**config.mk**
```make
export PLATFORM = sky130hd
export DESIGN_NAME = disp_src_sched
export DESIGN_NICKNAME = d
export VERILOG_FILES = /design/src/rtl/disp_src_sched.sv
export SDC_FILE = /design/constraint.sdc
export NUM_CORES = 1
export LEC_CHECK = 0
export CAP_MARGIN = 20
export CORE_UTILIZATION = 30
export CTS_BUF_LIST = sky130_fd_sc_hd__clkbuf_4 sky130_fd_sc_hd__clkbuf_8 sky130_fd_sc_hd__clkbuf_16
export CTS_CLUSTER_DIAMETER = 200
export DETAILED_ROUTE_END_ITERATION = 10
export GPL_TIMING_DRIVEN = 0
export PLACE_DENSITY = 0.49
export SETUP_SLACK_MARGIN = 0.5
export SLEW_MARGIN = 40
export SYNTH_ARGS = -nofsm -noshare
export SYNTH_HDL_FRONTEND = slang
export SYNTH_SLANG_ARGS = --single-unit
```
**constraint.sdc**
```tcl
create_clock -name clk_disp -period 6.1 [get_ports clk_disp]
set_clock_uncertainty 0.05 [all_clocks]
set_input_delay 0.61 -clock clk_disp [delete_from_list [all_inputs] [get_ports clk_disp]]
set_output_delay 0.61 -clock clk_disp [all_outputs]
set_load 0.02 [all_outputs]
```
**src/rtl/disp_src_sched.sv**
```systemverilog
// disp_src_sched: display source scheduler.
// Waits for pixel PLL lock and a number of warm-up frames, then grants one of
// three video sources to the display. A newly granted source is muted for one
// frame, keeps the display for at least HOLD_FRAMES frames, and is then
// re-arbitrated round-robin. All decisions are taken on frame_begin edges, so
// request changes inside a frame never disturb the picture.
//
// Ports:
//   clk_disp     in   pixel clock (only clock)
//   rst_n        in   asynchronous active-low reset
//   pll_locked   in   pixel PLL lock, synchronous to clk_disp
//   frame_begin  in   one-cycle pulse at the start of each frame
//   src_req[2:0] in   level request per video source
//   src_sel[1:0] out  index of the granted source (pixel mux select)
//   src_gnt[2:0] out  one-hot grant, 000 when nothing is granted
//   switch_pulse out  one-cycle pulse when the grant moves
//   out_en       out  pixel output enable (0 blanks RGB)
//   hdmi_oe      out  HDMI transmitter output enable
module disp_src_sched #(
  parameter int WARMUP_FRAMES = 2,
  parameter int HOLD_FRAMES   = 4
) (
  input  logic       clk_disp,
  input  logic       rst_n,
  input  logic       pll_locked,
  input  logic       frame_begin,
  input  logic [2:0] src_req,
  output logic [1:0] src_sel,
  output logic [2:0] src_gnt,
  output logic       switch_pulse,
  output logic       out_en,
  output logic       hdmi_oe
);

  localparam int WW = (WARMUP_FRAMES < 2) ? 1 : $clog2(WARMUP_FRAMES + 1);
  localparam int HW = (HOLD_FRAMES < 2) ? 1 : $clog2(HOLD_FRAMES + 1);
  localparam logic [WW-1:0] WARM_MAX = WW'(WARMUP_FRAMES);
  localparam logic [HW-1:0] HOLD_MAX = HW'(HOLD_FRAMES);

  typedef enum logic [1:0] {
    IDLE   = 2'd0,
    WARMUP = 2'd1,
    RUN    = 2'd2,
    MUTE   = 2'd3
  } state_t;

  // One-hot grant vector for a source index; index 3 maps to no grant.
  function automatic logic [2:0] onehot(input logic [1:0] idx);
    logic [2:0] v;
    case (idx)
      2'd0:    v = 3'b001;
      2'd1:    v = 3'b010;
      2'd2:    v = 3'b100;
      default: v = 3'b000;
    endcase
    return v;
  endfunction

  // Round-robin pick starting after cur (cur+1, cur+2, cur, modulo 3).
  // Returns {found, index}. Passing cur=2 yields a lowest-index-first search.
  function automatic logic [2:0] rr_pick(input logic [1:0] cur,
                                         input logic [2:0] req);
    logic [2:0] r;
    logic [1:0] c;
    r = 3'b000;
    c = cur;
    for (int k = 0; k < 3; k++) begin
      c = (c >= 2'd2) ? 2'd0 : c + 2'd1;
      if (!r[2] && req[c]) begin
        r = {1'b1, c};
      end else begin
        r = r;
      end
    end
    return r;
  endfunction

  state_t          state_r, state_n;
  logic [WW-1:0]   warm_r, warm_n, warm_inc_s;
  logic [HW-1:0]   hold_r, hold_n, hold_inc_s;
  logic [1:0]      sel_r, sel_n;
  logic [2:0]      gnt_r, gnt_n;
  logic            pulse_r, pulse_n;
  logic            out_en_r, out_en_n;
  logic            hdmi_oe_r, hdmi_oe_n;
  logic [2:0]      rr_s, init_s;
  logic            arb_s;

  // Helper terms: saturating hold count, arbitration trigger and winners.
  always_comb begin
    warm_inc_s = warm_r + WW'(1);
    hold_inc_s = (hold_r >= HOLD_MAX) ? HOLD_MAX : hold_r + HW'(1);
    rr_s       = rr_pick(sel_r, src_req);
    init_s     = rr_pick(2'd2, src_req);
    // Re-arbitrate when the hold period is used up (counting this frame),
    // when the granted source dropped its request, or when nothing is granted.
    arb_s      = (hold_inc_s == HOLD_MAX) || ((src_req & gnt_r) == 3'b000) ||
                 (gnt_r == 3'b000);
  end

  // Next-state and next-output logic of the scheduler FSM.
  always_comb begin
    state_n = state_r;
    warm_n  = warm_r;
    hold_n  = hold_r;
    sel_n   = sel_r;
    gnt_n   = gnt_r;
    pulse_n = 1'b0;
    if (!pll_locked) begin
      // Loss of lock wins over everything, including a coincident frame_begin.
      state_n = IDLE;
      warm_n  = '0;
      hold_n  = '0;
      sel_n   = 2'd0;
      gnt_n   = 3'b000;
    end else begin
      case (state_r)
        IDLE: begin
          state_n = WARMUP;
          warm_n  = '0;
        end
        WARMUP: begin
          if (frame_begin) begin
            if (warm_inc_s == WARM_MAX) begin
              warm_n = WARM_MAX;
              hold_n = '0;
              if (init_s[2]) begin
                sel_n   = init_s[1:0];
                gnt_n   = onehot(init_s[1:0]);
                pulse_n = 1'b1;
                state_n = MUTE;
              end else begin
                gnt_n   = 3'b000;
                state_n = RUN;
              end
            end else begin
              warm_n = warm_inc_s;
            end
          end else begin
            warm_n = warm_r;
          end
        end
        MUTE: begin
          // Mute frame is over; the exit frame counts as the first held frame.
          if (frame_begin) begin
            state_n = RUN;
            hold_n  = HW'(1);
          end else begin
            state_n = MUTE;
          end
        end
        RUN: begin
          if (frame_begin) begin
            hold_n = hold_inc_s;
            if (arb_s) begin
              if (!rr_s[2]) begin
                gnt_n = 3'b000;
              end else if ((rr_s[1:0] != sel_r) || (gnt_r == 3'b000)) begin
                sel_n   = rr_s[1:0];
                gnt_n   = onehot(rr_s[1:0]);
                pulse_n = 1'b1;
                hold_n  = '0;
                state_n = MUTE;
              end else begin
                // Sole requester keeps the display with a saturated count.
                gnt_n = gnt_r;
              end
            end else begin
              gnt_n = gnt_r;
            end
          end else begin
            hold_n = hold_r;
          end
        end
        default: begin
          state_n = IDLE;
          warm_n  = '0;
          hold_n  = '0;
          sel_n   = 2'd0;
          gnt_n   = 3'b000;
        end
      endcase
    end
    out_en_n  = (state_n == RUN) && (gnt_n != 3'b000);
    hdmi_oe_n = (state_n == RUN) || (state_n == MUTE);
  end

  // State, counter and output registers.
  always_ff @(posedge clk_disp or negedge rst_n) begin
    if (!rst_n) begin
      state_r   <= IDLE;
      warm_r    <= '0;
      hold_r    <= '0;
      sel_r     <= 2'd0;
      gnt_r     <= 3'b000;
      pulse_r   <= 1'b0;
      out_en_r  <= 1'b0;
      hdmi_oe_r <= 1'b0;
    end else begin
      state_r   <= state_n;
      warm_r    <= warm_n;
      hold_r    <= hold_n;
      sel_r     <= sel_n;
      gnt_r     <= gnt_n;
      pulse_r   <= pulse_n;
      out_en_r  <= out_en_n;
      hdmi_oe_r <= hdmi_oe_n;
    end
  end

  assign src_sel      = sel_r;
  assign src_gnt      = gnt_r;
  assign switch_pulse = pulse_r;
  assign out_en       = out_en_r;
  assign hdmi_oe      = hdmi_oe_r;

endmodule

```
==> results.md, run 1 <==
- Ratio of final minimum period to clock period: 42.5%
- Number of buffers added to fix hold violations after cts: 0
- WHS Path Cells: 2
- Power per standard cell area: 161 nW/um^2
- Reported max-cap violation count: 0
- Synth-to-layout area growth: 20.8%
- Fillers: 414
- Synthesized flop and latch total: 15
- R2R setup slack: 3.73 ns
- CORE AREA: 3740 um^2
- End point of the most critical hold path: warm_r[1]
- Post-detailed-route count of antenna-violating nets: 0
- Dominant register cell in the synthesized netlist: dfrtp_1
- Placed Cells: 201
- Total of endpoints with negative setup slack in the final report: 0
- Number of sinks on the clock net: 15
- Number of buffers on the longest clock path: 2
- Kind of start point of the critical path: primary input
- Overall die area: 4260 um^2
- # IOs: 15
- Summed negative setup slack over all endpoints: 0 ns
- Final standard cell area without fillers: 1450 um^2
- Final critical delay including setup and external delays: 2.59 ns
- Number of distinct library cells after synthesis: 47
- CTS tree: built
- Category of the critical setup timing path: in -> reg
- Dominant cells by area after synthesis: dfrtp_1 31%, ha_1 7.3%, a21oi_1 5.0%
- Detailed Route Iter0 Violations: 71
- Post-CTS setup buffer count: 0
- Via count of the first global-routing pass: 1035
- Startpoint of the worst-slack reg-to-reg timing path: state_r[1]
- Clock transition at the registers of the reported paths: 0.06 ns
- Vertical die dimension: 65.2 um
- Leak pwr: 0.572 nW
- Status: finished, final reports clean
- Worst hold path class: reg -> reg
- Final hold violation count: 0
- Via density per instance: 5.62
- Most common library cell in the layout ignoring fill and taps: dfrtp_1
- Number of search-and-repair iterations in the first detailed-routing pass: 4
- Wire length of the first global-routing pass: 4.91 mm
- Post-CTS Resized: 0
- Instance area after placement: 1400 um^2
- Overall power consumption: 0.234 mW
- End of the worst register-to-register path: out_en
- Reg area: 375 um^2
- Share of layout cells above drive strength 1: 8.92%
- Initial core utilization: 32.1%
- Overall routing resource usage: 15.0%
- Max stage delay cell, worst path: clkdlybuf4s50_1
- Sequential cell area fraction in the yosys report: 31.3%
- Number of antenna repair diodes: 0
- Nets in the synthesized netlist: 153
- Critical Path End Type: flip-flop
- Net total in the final layout: 172
- Cells on worst reg2reg path: 8
- Data required time at the worst endpoint: 6.18 ns
- Worst-path cell chain: clkdlybuf4s50_1 -> a222oi_1 -> o32ai_1 -> or2_4 -> a211o_1 -> a311oi_1
- Count of yosys warnings during synthesis: 0
- Mapped cell area: 1200 um^2
- Die boundary width: 65.2 um
- Sum of overflow across all layers after global routing: 0
- Final slew viol count: 0
- Max Freq: 0.386 GHz
- Relative slew slack: 53.0%
- Remaining routing DRC violations: 0
- Final worst-path setup slack: 3.51 ns
- Vias: 1153
- End-of-flow core utilization: 38.7%
- Multi-input combinational cell area: 724 um^2
- Data arrival at the endpoint of the critical path: 2.67 ns
- Clock buffers created by TritonCTS: 3
- CTS root buffer: clkbuf_8
- Number of levels in the clock H-tree: 1
- DPL Wire Length: 2.23 mm
- Worst hold slack after final layout: 0.517 ns
- Peak fanout along the critical path: 5
- Setup Slack @ Placement: 3.25 ns
- Final routed wirelength across all metal layers: 2.98 mm
- Average wire length per cell after detail routing: 14.6 um
- Insertion delay of the later-clocked pin in the worst-skew pair: 0.24 ns
- Number of enable-type register cells in the synthesized netlist: 0
- Number of rows in the core area: 22
- Avg Inst Size Synth: 8.63 um^2
- Startpoint of the lowest-slack hold path: warm_r[1]
- Fraction of registers with async set or reset after synthesis: 100%
- Maximum number of pins on one net before global-route repair: 16
- Post-layout instance count excluding filler cells: 205
- Placer's final routability congestion estimate: 0.819
- Worst vdd rail ir drop: 96.1 uV
- Share of the synthesized area in the top cell type: 31.3%
- Cell count after synthesis: 139
- Library cell occupying the most area in the post-synthesis netlist: dfrtp_1
- Port bufs: 14
- Setup repair after global routing missed its margin: no
- Antenna violations before repair: 0
- Delay of the slowest cell on the worst path: 0.47 ns
- Slew at the pin closest to its max-slew limit: 0.703 ns
- Commonest non-fill, non-tap cells in the layout: 15 x dfrtp_1, 14 x clkdlybuf4s50_1, 13 x nand2_1, 12 x a21oi_1
-- worst max-delay path: cells and delay by family --
kind                   cells  cell delay, ns
and+or+nand+nor            1            0.29
AOI/OAI and AO/OA          4            1.28
buffers and inverters      1            0.47
-- cells in the mapped netlist, drive strengths merged (2+ instances only) --
cell type	count
a311oi	2
o21a	4
a21oi	12
a211o	3
buf	5
or3	2
clkbuf	3
a211oi	3
dfrtp	15
o22ai	2
o21ai	8
nor2b	6
ha	7
or4bb	2
a32oi	2
inv	8
nand3	2
and3	2
a31oi	2
nor3	4
nand2	13
nor2	8
mux2i	2
-- worst max-delay path by stage --
| stage | cells after the start | to | start |
|---|---|---|---|
| after floorplan | 8 | out_en | state_r[1] |
| after global placement | 6 | out_en | src_req[0] |
| after detailed placement | 6 | out_en | src_req[0] |
| after CTS | 6 | out_en | src_req[0] |
| after global routing | 6 | out_en | src_req[0] |
| final | 6 | out_en | src_req[0] |
-- routing by layer --
| layer | wire, um | global-route usage, % | share of wire (%) | up-vias |
|---|---|---|---|---|
| met1 | 1450 | 19.7 | 49 | 555 |
| met3 | 127 | 3.30 | 4.3 | 2 |
| met4 | 10 | 3.26 | 0.34 | 0 |
| met2 | 1400 | 25.1 | 47 | 34 |
| li1 | - | - | - | 562 |
| met5 | 0 | 0 | 0 | - |
-- flip-flops by register name, indices dropped and copies added, names as in the netlist --
register and flops:
hold_r 3, hdmi_oe 1, state_r 2, warm_r 2, switch_pulse 1, out_en 1, src_sel 2, src_gnt 3
-- power breakdown --
part	leakage (nW)	internal [mW]	switching (mW)	total [mW]
clock network	0.0262	0.0506	0.0333	0.0839
logic	0.339	0.0198	0.0263	0.0462
registers	0.207	0.102	0.00211	0.104
total	0.572	0.172	0.0617	0.234
-- kinds of logic after synthesis --
| family | Yosys count | share of synthesized area, % |
|---|---|---|
| mux | 3 | 2.61 |
| buf+inv | 17 | 8.34 |
| simple gates | 48 | 22.5 |
| fa+ha+maj | 7 | 7.30 |
| flops | 15 | 31.3 |
| compound gates | 49 | 27.9 |
-- area by class of cell --
cell class              instances  area share [%]
multi-input cells             107            50.0
flip-flops and latches         15            25.9
repair buffers                 14            9.67
plain buffers                   8            4.58
well taps                      48            4.15
clock buffers                   4            3.37
inverters                       9            2.33
Power figures use the tool's default switching activity.
==> run 2: changes to the inputs <==
==> constraint.sdc (replaced) <==
create_clock -name clk_disp -period 2.7 [get_ports clk_disp]
set_clock_uncertainty 0.05 [all_clocks]
set_input_delay 0.27 -clock clk_disp [delete_from_list [all_inputs] [get_ports clk_disp]]
set_output_delay 0.27 -clock clk_disp [all_outputs]
set_load 0.02 [all_outputs]
==> run 2 against run 1 <==
  * Register-to-register slack got worse by 3.2 ns
  * Routed wire length rose by 4.5%
  * Die area stayed put
  * Clock power increased by 130%
  * Sequential share of layout area down 1.6 points
  * Total power grew 130%
  * Global-route usage rose by 0.15 points
  * Non-clock buffer count increased by 3
  * Setup slack worse by 2.9 ns
  * Combinational power increased by 140%
==> results.md, run 2 (synthesis gave the netlist of run 1 again) <==
- Status: finished, final reports clean
- Remaining routing DRC violations: 0 (unchanged)
- Number of search-and-repair iterations in the first detailed-routing pass: 4 (unchanged)
- Final hold violation count: 0 (unchanged)
- Placer's final routability congestion estimate: 0.819 (unchanged)
- Number of antenna repair diodes: 0 (unchanged)
- Die boundary width: 65.2 um (unchanged)
- Commonest non-fill, non-tap cells in the layout: 14 x dfrtp_1, 13 x nand2_1, 13 x clkdlybuf4s50_1, 12 x a21oi_1
- Final routed wirelength across all metal layers: 3.12 mm (+4.5%)
- Data arrival at the endpoint of the critical path: 2.18 ns (-0.49 ns)
- Synth-to-layout area growth: 29.1%
- CORE AREA: 3740 um^2 (unchanged)
- Routed met1 length: 1.51 mm (+4.6%)
- Worst hold path class: in -> async
- Power per standard cell area: 348 nW/um^2 (+120%)
- Maximum number of pins on one net before global-route repair: 16 (unchanged)
- Number of levels in the clock H-tree: 1 (unchanged)
- Via density per instance: 5.41 (-3.8%)
- Port bufs: 14 (unchanged)
- Setup repair after global routing missed its margin: no
- DPL Wire Length: 2.23 mm (unchanged)
- # IOs: 15 (unchanged)
- Final critical delay including setup and external delays: 2.12 ns
- Ratio of final minimum period to clock period: 78.6%
- Via count of the first global-routing pass: 1030 (-0.48%)
- Total of endpoints with negative setup slack in the final report: 0 (unchanged)
- Instance area after placement: 1400 um^2 (unchanged)
- Worst vdd rail ir drop: 223 uV (+130%)
- Initial core utilization: 32.1% (unchanged)
- Clock transition at the registers of the reported paths: 0.06 ns (about the same)
- Kind of start point of the critical path: flip-flop
- Category of the critical setup timing path: reg -> reg
- Max Freq: 0.471 GHz
- Peak fanout along the critical path: 10 (+5)
- Average wire length per cell after detail routing: 15.0 um (+3.0%)
- Final slew viol count: 0 (unchanged)
- Critical Path End Type: flip-flop
- Reg area: 377 um^2 (+0.33%)
- Post-detailed-route count of antenna-violating nets: 0 (unchanged)
- Share of layout cells above drive strength 1: 18.1% (+9.2 points)
- Vias: 1126 (-2.3%)
- Number of sinks on the clock net: 15 (unchanged)
- Sum of overflow across all layers after global routing: 0 (unchanged)
- Antenna violations before repair: 0 (unchanged)
- CTS tree: built
- Top routing layer used: met4
- Detailed Route Iter0 Violations: 68 (-4.2%)
- Vertical die dimension: 65.2 um (unchanged)
- Number of buffers on the longest clock path: 2 (unchanged)
- Met3 Wirelength: 111 um (-13%)
- Multi-input combinational cell area: 798 um^2 (+10%)
- Number of buffers added to fix hold violations after cts: 0 (unchanged)
- Most common library cell in the layout ignoring fill and taps: dfrtp_1
- Fillers: 397 (-4.1%)
- Clock buffers created by TritonCTS: 3 (unchanged)
- Met2 wire length: 1.47 mm (+5.2%)
- Wire length of the first global-routing pass: 4.94 mm (+0.71%)
- Net total in the final layout: 175 (+1.7%)
- Insertion delay of the later-clocked pin in the worst-skew pair: 0.25 ns (about the same)
- Leak pwr: 0.605 nW (+5.8%)
- Overall die area: 4260 um^2 (unchanged)
- Overall routing resource usage: 15.2% (+0.15 points)
- Number of rows in the core area: 22 (unchanged)
- Slew at the pin closest to its max-slew limit: 0.699 ns (-0.00373 ns)
- CTS root buffer: clkbuf_8
- Relative slew slack: 53.2% (+0.25 points)
- Data required time at the worst endpoint: 2.76 ns (-3.42 ns)
- Reported max-cap violation count: 0 (unchanged)
- Final standard cell area without fillers: 1550 um^2 (+6.9%)
- Summed negative setup slack over all endpoints: 0 ns (unchanged)
==> run 2: area by class of cell <==
class / count / share of cell area [%]
well taps: 48 / 3.88
clock buffers: 4 / 3.15
plain buffers: 8 / 4.28
inverters: 9 / 2.18
repair buffers: 17 / 10.7
flip-flops and latches: 15 / 24.3
multi-input cells: 107 / 51.5
==> run 2: report_power, final <==
part	internal, mW	leakage [nW]	switching, mW
clock network	0.115	0.0262	0.0765
logic	0.0494	0.374	0.0636
registers	0.230	0.205	0.00499
total	0.394	0.605	0.145
==> run 2: final timing paths <==
check / slack [ns] / startpoint / to / depth (start not counted)
worst max-delay path: 0.58 / state_r[1] / out_en / 8
worst min-delay path: 0.39 / rst_n / hold_r[0] / 1
worst max register to register: 0.58 / state_r[1] / out_en / 8
worst min register to register: 0.52 / warm_r[1] / warm_r[1] / 2
max in group asynchronous: 1.72 / rst_n / state_r[1] / 1
min in group clk_disp: 0.52 / warm_r[1] / warm_r[1] / 2
==> run 2: through the flow <==
step	cells	utilization, %	hold slack, ns	worst slack (ns)	power (mW)
final	208	41.4	0.394	0.577	0.539
after floorplan	139	-	-0.0756	0.568	0.306
after global routing	208	41.4	0.453	0.487	0.566
after CTS	206	39.3	0.416	0.511	0.536
after global placement	201	37.4	0.477	0.176	0.342
after detailed placement	201	37.4	0.506	0.189	0.342
==> run 2: layer usage <==
layer | track usage (%) | vias up
met1 | 20.0 | 534
met2 | 25.3 | 22
met4 | 3.26 | 0
li1 | - | 565
met5 | 0 | -
met3 | 3.30 | 5
==> run 2: repair_timing <==
| item | in CTS | in global routing |
|---|---|---|
| endpoints found under the setup margin | 4 | 3 |
| gates resized for setup | 3 | 11 |
| pin swaps | 1 | 7 |
| setup buffers | 1 | 2 |
==> run 2: worst max-delay path, cell delays in order (launching register included) <==
cell and delay, ns:
dfrtp_2 0.38, inv_2 0.07, ha_2 0.17, buf_6 0.13
nor2b_1 0.14, a311o_1 0.32, a211o_1 0.29, a311oi_2 0.30
a311oi_2 0.14
==> run 3: changes to the inputs <==
--- a/config.mk
+++ b/config.mk
@@ -11,7 +11,7 @@
 export CTS_CLUSTER_DIAMETER = 200
 export DETAILED_ROUTE_END_ITERATION = 10
 export GPL_TIMING_DRIVEN = 0
-export PLACE_DENSITY = 0.49
+export PLACE_DENSITY = 0.51
 export SETUP_SLACK_MARGIN = 0.5
 export SLEW_MARGIN = 40
 export SYNTH_ARGS = -nofsm -noshare
==> constraint.sdc (replaced) <==
create_clock -name clk_disp -period 1.9 [get_ports clk_disp]
set_clock_uncertainty 0.05 [all_clocks]
set_input_delay 0.19 -clock clk_disp [delete_from_list [all_inputs] [get_ports clk_disp]]
set_output_delay 0.19 -clock clk_disp [all_outputs]
set_load 0.02 [all_outputs]
==> run 3 against run 2 <==
  * The run now ends with setup timing left
  * Clock-buffer cell count fell by 1
  * Fmax rose by 3.3%
  * Register-to-register slack got worse by 0.73 ns
  * Final area rose by 17%
  * First-iteration DRC count fell by 8.8%
  * Die area did not move
  * Critical path type unchanged
  * Non-clock buffer count rose by 19
  * Utilization rose by 7.0 points
  * Routed wire length rose by 20%
  * Sequential power rose by 42%
  * Total power rose by 52%
  * Combinational power rose by 81%
==> results.md, run 3 (synthesis gave the netlist of run 1 again) <==
- Via density per instance: 5.52 (+2.0%)
- Overall die area: 4260 um^2 (unchanged)
- Data required time at the worst endpoint: 2.01 ns (-0.75 ns)
- Fillers: 383 (-3.5%)
- Power per standard cell area: 453 nW/um^2 (+30%)
- Post-layout instance count excluding filler cells: 227 (+9.1%)
- Die boundary width: 65.2 um (unchanged)
- Max Freq: 0.487 GHz (+3.3%)
- Kind of start point of the critical path: flip-flop
- Number of antenna repair diodes: 0 (unchanged)
- Share of layout cells above drive strength 1: 40.2% (+22 points)
- Peak fanout along the critical path: 4 (-6)
- Clock buffers created by TritonCTS: 3 (unchanged)
- Max stage delay cell, worst path: dfrtp_2
- Critical path startpoint: src_gnt[1]
- Synth-to-layout area growth: 50.9%
- Net total in the final layout: 194 (+11%)
- Placer's final routability congestion estimate: 0.841 (+2.6%)
- Initial core utilization: 32.1% (unchanged)
- Final critical delay including setup and external delays: 2.05 ns (-0.0686 ns)
- Status: finished with violations
- Maximum number of pins on one net before global-route repair: 16 (unchanged)
- Overall routing resource usage: 19.2% (+4.1 points)
- End-of-flow core utilization: 48.4% (+7.0 points)
- Insertion delay of the later-clocked pin in the worst-skew pair: 0.26 ns (about the same)
- Startpoint of the worst-slack reg-to-reg timing path: src_gnt[1]
- Port bufs: 14 (unchanged)
- Average wire length per cell after detail routing: 16.5 um (+9.9%)
- CTS root buffer: clkbuf_8
- Data arrival at the endpoint of the critical path: 2.17 ns (about the same)
- Placed Cells: 201 (unchanged)
- Relative slew slack: 73.8% (+21 points)
- Antenna violations before repair: 0 (unchanged)
- Worst vdd rail ir drop: 212 uV (-5.1%)
- Setup repair after global routing missed its margin: yes
- CTS tree: built
- Final routed wirelength across all metal layers: 3.74 mm (+20%)
- Slew at the pin closest to its max-slew limit: 0.390 ns (-0.309 ns)
- Overall power consumption: 0.821 mW (+52%)
- Violated checks: setup timing
- Detailed Route Iter0 Violations: 62 (-8.8%)
- Number of buffers on the longest clock path: 2 (unchanged)
- Final slew viol count: 0 (unchanged)
- Multi-input combinational cell area: 910 um^2 (+14%)
- Reported max-cap violation count: 0 (unchanged)
- Worst hold path class: in -> async
- Setup Slack @ Placement: -0.461 ns (-0.650 ns)
- Commonest non-fill, non-tap cells in the layout: 22 x buf_4, 12 x nand2_1, 10 x a21oi_1, 10 x dfrtp_1
- Wire length of the first global-routing pass: 6.20 mm (+26%)
- Sum of overflow across all layers after global routing: 0 (unchanged)
- Ratio of final minimum period to clock period: 108% (+29 points)
- Leak pwr: 0.749 nW (+24%)
- Number of levels in the clock H-tree: 1 (unchanged)
- Total of endpoints with negative setup slack in the final report: 9 (+9)
- Category of the critical setup timing path: reg -> reg
- # IOs: 15 (unchanged)
- Vertical die dimension: 65.2 um (unchanged)
- Worst-path cell chain: or3_4 -> a31o_4 -> or2_4 -> a211o_1 -> a311oi_2
- R2R setup slack: -0.15 ns (-0.73 ns)
- Worst hold slack after final layout: 0.332 ns (-0.0620 ns)
- Delay of the slowest cell on the worst path: 0.43 ns (+0.05 ns)
- DPL Wire Length: 2.41 mm (+8.2%)
- Final worst-path setup slack: -0.154 ns (-0.731 ns)
- Vias: 1253 (+11%)
- Final hold violation count: 0 (unchanged)
- Clock transition at the registers of the reported paths: 0.07 ns (about the same)
- Number of rows in the core area: 22 (unchanged)
- Critical path buffers and inverters: 0 (-2)
- Critical Path End Type: flip-flop
- Reg area: 382 um^2 (+1.3%)
- CORE AREA: 3740 um^2 (unchanged)
- Remaining routing DRC violations: 0 (unchanged)
- Most common library cell in the layout ignoring fill and taps: buf_4
- Number of search-and-repair iterations in the first detailed-routing pass: 4 (unchanged)
- Via count of the first global-routing pass: 1247 (+21%)
- Crit-path leading delay family: compound AO/OA/AOI/OAI gates
- Post-detailed-route count of antenna-violating nets: 0 (unchanged)
- Number of sinks on the clock net: 15 (unchanged)
[run 3: changes by cell type in the layout (fill, tap and decap cells not counted), sizes merged]
cell           before  now
buf                 8   28
clkdlybuf4s50      13    3
dlygate4sd2         0    6
clkbuf              7    5
clkdlybuf4s15       0    2
clkinv              1    2
dlygate4sd3         0    1
dlymetal6s2s        1    2
[run 3: what timing repair did]
action | 4_1_cts | 5_1_grt
pin swaps | 18 | 14
gates resized for setup | 33 | 14
hold endpoints to repair | 0 | 15
buffers inserted | 17 | 4
endpoints found under the setup margin | 22 | 16
hold buffers | 0 | 1
[run 3: worst paths after layout]
path	end	cells after the start
min reg2reg	warm_r[1]	2
max in group asynchronous	state_r[1]	2
max	out_en	5
max reg2reg	out_en	5
min in group clk_disp	src_gnt[1]	4
min	warm_r[0]	2
[run 3: layer usage]
layer	vias up	global-route usage (%)	routed length, um
met1	611	24.7	1700
met2	38	32.7	1840
met4	0	7.34	54
met3	5	2.08	150
li1	599	-	-
met5	-	0	0
[run 3: layout make-up]
cell class | instances | share of cell area, %
multi-input combinational | 107 | 50.2
inverter | 9 | 2.00
clock buffer | 3 | 2.28
sequential | 15 | 21.1
buffer | 8 | 3.80
tap | 48 | 3.32
timing repair buffer | 36 | 17.0
clock inverter | 1 | 0.276
[run 3: stage by stage]
| stage | area (um^2) | setup TNS, ns |
|---|---|---|
| 6_report | 1810 | -0.738 |
| 3_5_place_dp | 1440 | -3.22 |
| 3_3_place_gp | 1440 | -3.39 |
| 5_1_grt | 1810 | -1.43 |
| 4_1_cts | 1730 | -0.526 |
| 2_1_floorplan | 1240 | -0.0583 |
[run 3: where the power goes]
group / switching (mW) / internal (mW)
Clock: 0.135 / 0.146
Sequential: 0.00762 / 0.327
Combinational: 0.111 / 0.0944
Total: 0.254 / 0.567
